==> src/rtl/axi_pkg.sv <==
// Shared AXI definitions used by the AXI-Lite peripherals.
// Response codes are the subset these slaves ever return.
package axi_pkg;

    typedef enum logic [1:0] {
        RESP_OKAY   = 2'b00,
        RESP_SLVERR = 2'b10
    } axi_resp_e;

endpackage

==> src/rtl/axi_lite_bram_ctrl.sv <==
// AXI4-Lite slave fronting a single-port BRAM, one transaction in flight.
// Writes and reads share the RAM port; ties alternate between the two.
module axi_lite_bram_ctrl #(
    parameter int DATA_WIDTH = 32,
    parameter int ADDR_WIDTH = 14,
    parameter int MEM_DEPTH  = 4096
) (
    input  logic                          clk,
    input  logic                          rst_n,
    input  logic [ADDR_WIDTH-1:0]         s_axi_awaddr,
    input  logic [2:0]                    s_axi_awprot,
    input  logic                          s_axi_awvalid,
    output logic                          s_axi_awready,
    input  logic [DATA_WIDTH-1:0]         s_axi_wdata,
    input  logic [DATA_WIDTH/8-1:0]       s_axi_wstrb,
    input  logic                          s_axi_wvalid,
    output logic                          s_axi_wready,
    output logic [1:0]                    s_axi_bresp,
    output logic                          s_axi_bvalid,
    input  logic                          s_axi_bready,
    input  logic [ADDR_WIDTH-1:0]         s_axi_araddr,
    input  logic [2:0]                    s_axi_arprot,
    input  logic                          s_axi_arvalid,
    output logic                          s_axi_arready,
    output logic [DATA_WIDTH-1:0]         s_axi_rdata,
    output logic [1:0]                    s_axi_rresp,
    output logic                          s_axi_rvalid,
    input  logic                          s_axi_rready,
    output logic                          bram_en,
    output logic [DATA_WIDTH/8-1:0]       bram_we,
    output logic [$clog2(MEM_DEPTH)-1:0]  bram_addr,
    output logic [DATA_WIDTH-1:0]         bram_wrdata,
    input  logic [DATA_WIDTH-1:0]         bram_rddata
);

    import axi_pkg::*;

    localparam int WA = $clog2(MEM_DEPTH);
    localparam int SW = DATA_WIDTH / 8;

    // Byte-address bits above the RAM window; all zero when the bus is no wider.
    localparam logic [ADDR_WIDTH-1:0] HI_MASK =
        ~ADDR_WIDTH'((64'd1 << (WA + 2)) - 64'd1);

    typedef enum logic [1:0] {
        IDLE,
        WR_RESP,
        RD_CAP,
        RD_RESP
    } state_e;

    state_e r_state;
    state_e w_next;

    logic                  r_live;
    logic                  r_last_wr;
    logic                  r_rd_err;
    axi_resp_e             r_bresp;
    axi_resp_e             r_rresp;
    logic [DATA_WIDTH-1:0] r_rdata;

    logic w_wr_req;
    logic w_rd_req;
    logic w_aw_oor;
    logic w_ar_oor;
    logic w_grant_wr;
    logic w_grant_rd;
    logic w_unused;

    assign w_wr_req = s_axi_awvalid & s_axi_wvalid;
    assign w_rd_req = s_axi_arvalid;
    assign w_aw_oor = |(s_axi_awaddr & HI_MASK);
    assign w_ar_oor = |(s_axi_araddr & HI_MASK);
    assign w_unused = ^{s_axi_awprot, s_axi_arprot};

    always_ff @(posedge clk or negedge rst_n) begin
        if (!rst_n) begin
            r_state <= IDLE;
        end else begin
            r_state <= w_next;
        end
    end

    always_comb begin
        w_next     = r_state;
        w_grant_wr = 1'b0;
        w_grant_rd = 1'b0;
        case (r_state)
            IDLE: begin
                // r_live keeps every ready low in the first cycle out of reset.
                if (r_live) begin
                    if (w_wr_req && (!w_rd_req || !r_last_wr)) begin
                        w_grant_wr = 1'b1;
                        w_next     = WR_RESP;
                    end else if (w_rd_req) begin
                        w_grant_rd = 1'b1;
                        w_next     = RD_CAP;
                    end
                end
            end
            WR_RESP: begin
                if (s_axi_bready) begin
                    w_next = IDLE;
                end
            end
            RD_CAP: begin
                w_next = RD_RESP;
            end
            RD_RESP: begin
                if (s_axi_rready) begin
                    w_next = IDLE;
                end
            end
            default: begin
                w_next = IDLE;
            end
        endcase
    end

    always_ff @(posedge clk or negedge rst_n) begin
        if (!rst_n) begin
            r_live    <= 1'b0;
            r_last_wr <= 1'b0;
            r_rd_err  <= 1'b0;
            r_bresp   <= RESP_OKAY;
            r_rresp   <= RESP_OKAY;
            r_rdata   <= '0;
        end else begin
            r_live <= 1'b1;
            if (w_grant_wr) begin
                r_last_wr <= 1'b1;
                r_bresp   <= w_aw_oor ? RESP_SLVERR : RESP_OKAY;
            end
            if (w_grant_rd) begin
                r_last_wr <= 1'b0;
                r_rd_err  <= w_ar_oor;
                r_rresp   <= w_ar_oor ? RESP_SLVERR : RESP_OKAY;
            end
            if (r_state == RD_CAP) begin
                r_rdata <= r_rd_err ? '0 : bram_rddata;
            end
        end
    end

    assign s_axi_awready = w_grant_wr;
    assign s_axi_wready  = w_grant_wr;
    assign s_axi_arready = w_grant_rd;
    assign s_axi_bvalid  = (r_state == WR_RESP);
    assign s_axi_bresp   = r_bresp;
    assign s_axi_rvalid  = (r_state == RD_RESP);
    assign s_axi_rresp   = r_rresp;
    assign s_axi_rdata   = r_rdata;

    assign bram_en     = (w_grant_wr & ~w_aw_oor) | (w_grant_rd & ~w_ar_oor);
    assign bram_we     = (w_grant_wr & ~w_aw_oor) ? s_axi_wstrb : {SW{1'b0}};
    assign bram_addr   = w_grant_wr ? s_axi_awaddr[WA+1:2] : s_axi_araddr[WA+1:2];
    assign bram_wrdata = s_axi_wdata;

endmodule

==> config.mk <==
export PLATFORM = sky130hd
export DESIGN_NAME = axi_lite_bram_ctrl
export DESIGN_NICKNAME = d
export VERILOG_FILES = /design/src/rtl/axi_pkg.sv /design/src/rtl/axi_lite_bram_ctrl.sv
export SDC_FILE = /design/constraint.sdc
export NUM_CORES = 1
export LEC_CHECK = 0
export ABC_AREA = 1
export CAP_MARGIN = 25
export CORE_ASPECT_RATIO = 2
export CORE_MARGIN = 4
export CORE_UTILIZATION = 28
export CTS_CLUSTER_DIAMETER = 150
export DETAILED_ROUTE_END_ITERATION = 6
export GPL_ROUTABILITY_DRIVEN = 0
export PLACE_DENSITY = 0.78
export SYNTH_ARGS = -nofsm -noshare
export SYNTH_HDL_FRONTEND = slang
export SYNTH_SLANG_ARGS = --single-unit
==> constraint.sdc <==
create_clock -name clk -period 2.6 [get_ports clk]
set_clock_uncertainty 0.05 [all_clocks]
set_input_delay 0.78 -clock clk [delete_from_list [all_inputs] [get_ports clk]]
set_output_delay 0.78 -clock clk [all_outputs]
set_load 0.05 [all_outputs]
==> results <==
- The detailed placer's ending HPWL is 5720 microns.
- Walking the worst path, the cells encountered are buf_2 -> nand2_2 -> inv_2 -> nand4_4 -> buf_8 -> nand2_4 -> nand2_4 -> buf_12.
- The die is 67.1 microns wide.
- The number of global-route vias before repair is 1,785.
- For this design the ratio of total power to cell area is 1200 mW/mm^2.
- The clock tree root buffer cell is sky130_fd_sc_hd__clkbuf_16.
- Across the VDD grid, the largest voltage drop is approximately 900 uV.
- The number of hold violations in the final report is 0.
- The layout-stage area growth over the synthesis result is 80.3%.
- In this run the remaining antenna-violating nets after routing total 0.
- Timing would allow up to 395 MHz.
- After synthesis, the mean cell area works out to around 10 sq um.
- The number of search-and-repair iterations in the first detailed-routing pass is 4.
- The worst hold-check path type is register to register.
- The fraction of the mapped netlist area in simple logic gates is roughly 15%.
- 199 I/O pins were placed.
- TritonCTS built the clock tree.
- The area after detailed placement is 0.00320 sq mm.
- The finished cells cover 0.00352 sq mm.
- Of the cells placed in the final design, the portion with a size suffix greater than 1 is 37.3%.
- The total negative setup slack is 0 ns.
- The number of hold-repair buffers added at the cts stage is 0.
- The critical-path cell with the highest stage delay is sky130_fd_sc_hd__buf_8.
- STA classifies the critical path startpoint as an input port.
- In the layout the commonest cells are 94 x sky130_fd_sc_hd__clkdlybuf4s50_1, 36 x sky130_fd_sc_hd__dfrtp_1, 32 x sky130_fd_sc_hd__mux2_2, 26 x sky130_fd_sc_hd__nand2_1, 20 x sky130_fd_sc_hd__buf_12.
- The flop and latch count out of synthesis is 36.
- Fill cells in the final layout number 607.
- Global routing used 16.0% of the available tracks.
- Setup violations remaining at the end of the flow were counted as 0.
- The post-synthesis share of cell area spent on full adders, half adders and majority gates is 0%.
- The multiplexer area fraction after synthesis is 18.4%.
- The worst path in the final design needs a cycle of ~2.5 ns, including I/O delays and setup.
- The total grt overflow is 0.
- In this design, the stage delay of the slowest critical-path cell is approximately 0.23 ns.
- The maximum level of the CTS H-tree is 2.
- The detailed router finished its first iteration with 31 violations.
- Setup repair after global routing left no endpoint under its margin.
- The detailed-route wire length per cell is roughly 19 microns.
- The tool flagged a number of max-cap violations equal to 0.
- The kind of critical path is input port to primary output.
- Synthesis produced ~190 cells.
- Along the worst path, the maximum fanout reaches 6.
- In this run, CTS created clock tree buffers numbering 5.
- Input and output buffers added on the ports amount to 120.
- The number of unique standard cell types used by synthesis is 17.
- The wire length of the first global-routing pass is 9840 microns.
- In this run the tightest slew margin relative to its limit is 45.0%.
- The dominant delay contributor by cell family on the critical path is buffers and inverters.
- The number of clock sinks seen by CTS is 36.
- Summing the areas of all compound-gate instances in the mapped netlist gives 0% of the synthesized area.
- The analysis attributes to cell leakage a power of 1.56 nW.
- The signal arrival time at the worst endpoint is around 1.7 ns.
- Entering global routing, the biggest net connects 37 pins.
- The run finished with clean final reports.
- At the pin with the least slew margin, the transition time is 0.825 ns.
- The area inside the core boundary is slightly below 0.007 sq mm.
- After detailed routing, the number of remaining DRC violations is 0.
- The dominant combinational cell family by area after synthesis is buffers and inverters.
- 0 antenna diodes ended up in the layout.
- The critical path contains buffers and inverters numbering 4 combined.
- The initial standard-cell utilization of the core is 29.0%.
- Across all layers, the routed design uses 1,674 vias.
- In the finished design, the share of the clock period the worst path needs comes to 97.3%.
- The critical path capture point type is a primary output.
- The Yosys step of the flow raised 0 warnings.
- The per-cell via count in the routed design is 4.37.
- After clock tree synthesis, the clock-pin slew on the worst setup and hold paths is 0.05 ns.
- The cell occurring most often along the worst timing path is sky130_fd_sc_hd__nand2_4.
- The clock tree buffer depth is 2.
- In this run the cell area of the synthesized design comes to 0.00195 sq mm.
- The final number of max-transition violations is 0.
- The later pin in the worst-skew pair is clocked with a latency of 0.28 ns.
- The critical path data required time is 1.77 ns.
- After floorplanning, the core was divided into between 40 and 50 placement rows.
- Overall power consumption after layout is estimated at 4.23 mW.
- The xor/xnor cell area share of the yosys netlist is 0%.
- The net count of the finished layout is 403.
- The library cell used most frequently in the layout, excluding fill and tap cells, is sky130_fd_sc_hd__clkdlybuf4s50_1.
- The chip height is between 100 and 150 microns.
- The sequential cell area fraction in the yosys report is 46.1%.
- The floorplan step defined a die boundary enclosing 0.00846 sq mm.
- The routed design has 7100 microns of wire.
- The initial antenna violation count was 0.
registers in the layout, indices dropped and copies added, names as in the netlist:
name / count
s_axi_rdata: 32
r_state: 2
r_last_wr: 1
r_live: 1
synth_stat cells:
cell type	count	area share (%)
sky130_fd_sc_hd__nor2_4	1	0.58
sky130_fd_sc_hd__nand2_2	1	0.32
sky130_fd_sc_hd__nand4_4	1	1.1
sky130_fd_sc_hd__nand2_1	49	9.4
sky130_fd_sc_hd__nand3_1	5	1.3
sky130_fd_sc_hd__nor3_1	1	0.26
sky130_fd_sc_hd__conb_1	2	0.38
sky130_fd_sc_hd__inv_1	13	2.5
sky130_fd_sc_hd__inv_2	2	0.38
sky130_fd_sc_hd__buf_4	37	14
sky130_fd_sc_hd__mux2_2	32	18
sky130_fd_sc_hd__buf_6	5	2.9
sky130_fd_sc_hd__dfrtp_1	36	46
sky130_fd_sc_hd__nor2_1	6	1.2
sky130_fd_sc_hd__nand4_1	1	0.32
sky130_fd_sc_hd__nand3b_1	1	0.38
sky130_fd_sc_hd__buf_2	1	0.26
routing by layer:
layer / track usage (%) / routed length, microns / part of all wire [%]
met3: 10.9 / 1260 / 18
met1: 12.0 / 1840 / 26
met2: 27.3 / 3530 / 50
met4: 11.2 / 459 / 6.5
met5: 0 / 0 / 0
power breakdown:
group / internal [mW] / switching, mW / total, mW
clock: 0.382 / 0.210 / 0.592
sequential: 0.844 / 0.160 / 1.00
combinational: 1.05 / 1.59 / 2.64
repair_timing:
action | CTS | global route
pin swaps | 8 | 7
setup endpoints to repair | 20 | 17
gates resized for setup | 48 | 14
cloned | 2 | 0
setup buffers | 0 | 1
logic make-up after synthesis:
| family | after synthesis |
|---|---|
| buffers and inverters | 58 |
| flip-flops | 36 |
| multiplexers | 32 |
| other | 2 |
| AND/OR/NAND/NOR | 66 |
per-stage QoR:
step	hold WS, ns	setup slack, ns	util [%]	std cells
after global placement	0.436	-0.395	47.6	372
after CTS	0.455	0.00367	51.5	382
after detailed placement	0.443	-0.380	47.6	372
final	0.451	0.0694	52.4	383
after floorplan	0.434	-0.154	-	197
after global routing	0.467	0.00646	52.4	383
layout make-up:
| class | count | area (sq um) | share of cell area [%] |
|---|---|---|---|
| Timing Repair Buffer | 132 | 1490 | 42.3 |
| Tap cell | 88 | 110 | 3.13 |
| Sequential cell | 36 | 901 | 25.6 |
| Clock buffer | 8 | 146 | 4.16 |
| Multi-Input combinational cell | 103 | 806 | 22.9 |
| Timing Repair inverter | 1 | 6.26 | 0.178 |
| Inverter | 15 | 61.3 | 1.74 |
final timing paths:
path | from | end | depth (start not counted) | slack (ns)
max in group asynchronous | rst_n | s_axi_rdata[25] | 1 | 1.42
max reg2reg | r_state[0] | s_axi_rdata[10] | 4 | 0.90
min reg2reg | s_axi_rdata[3] | s_axi_rdata[3] | 1 | 0.45
min in group asynchronous | rst_n | s_axi_rdata[10] | 1 | 0.55
max | s_axi_awvalid | bram_addr[6] | 8 | 0.07
min | s_axi_rdata[3] | s_axi_rdata[3] | 1 | 0.45
No activity file was read; power rests on OpenSTA's default activity.
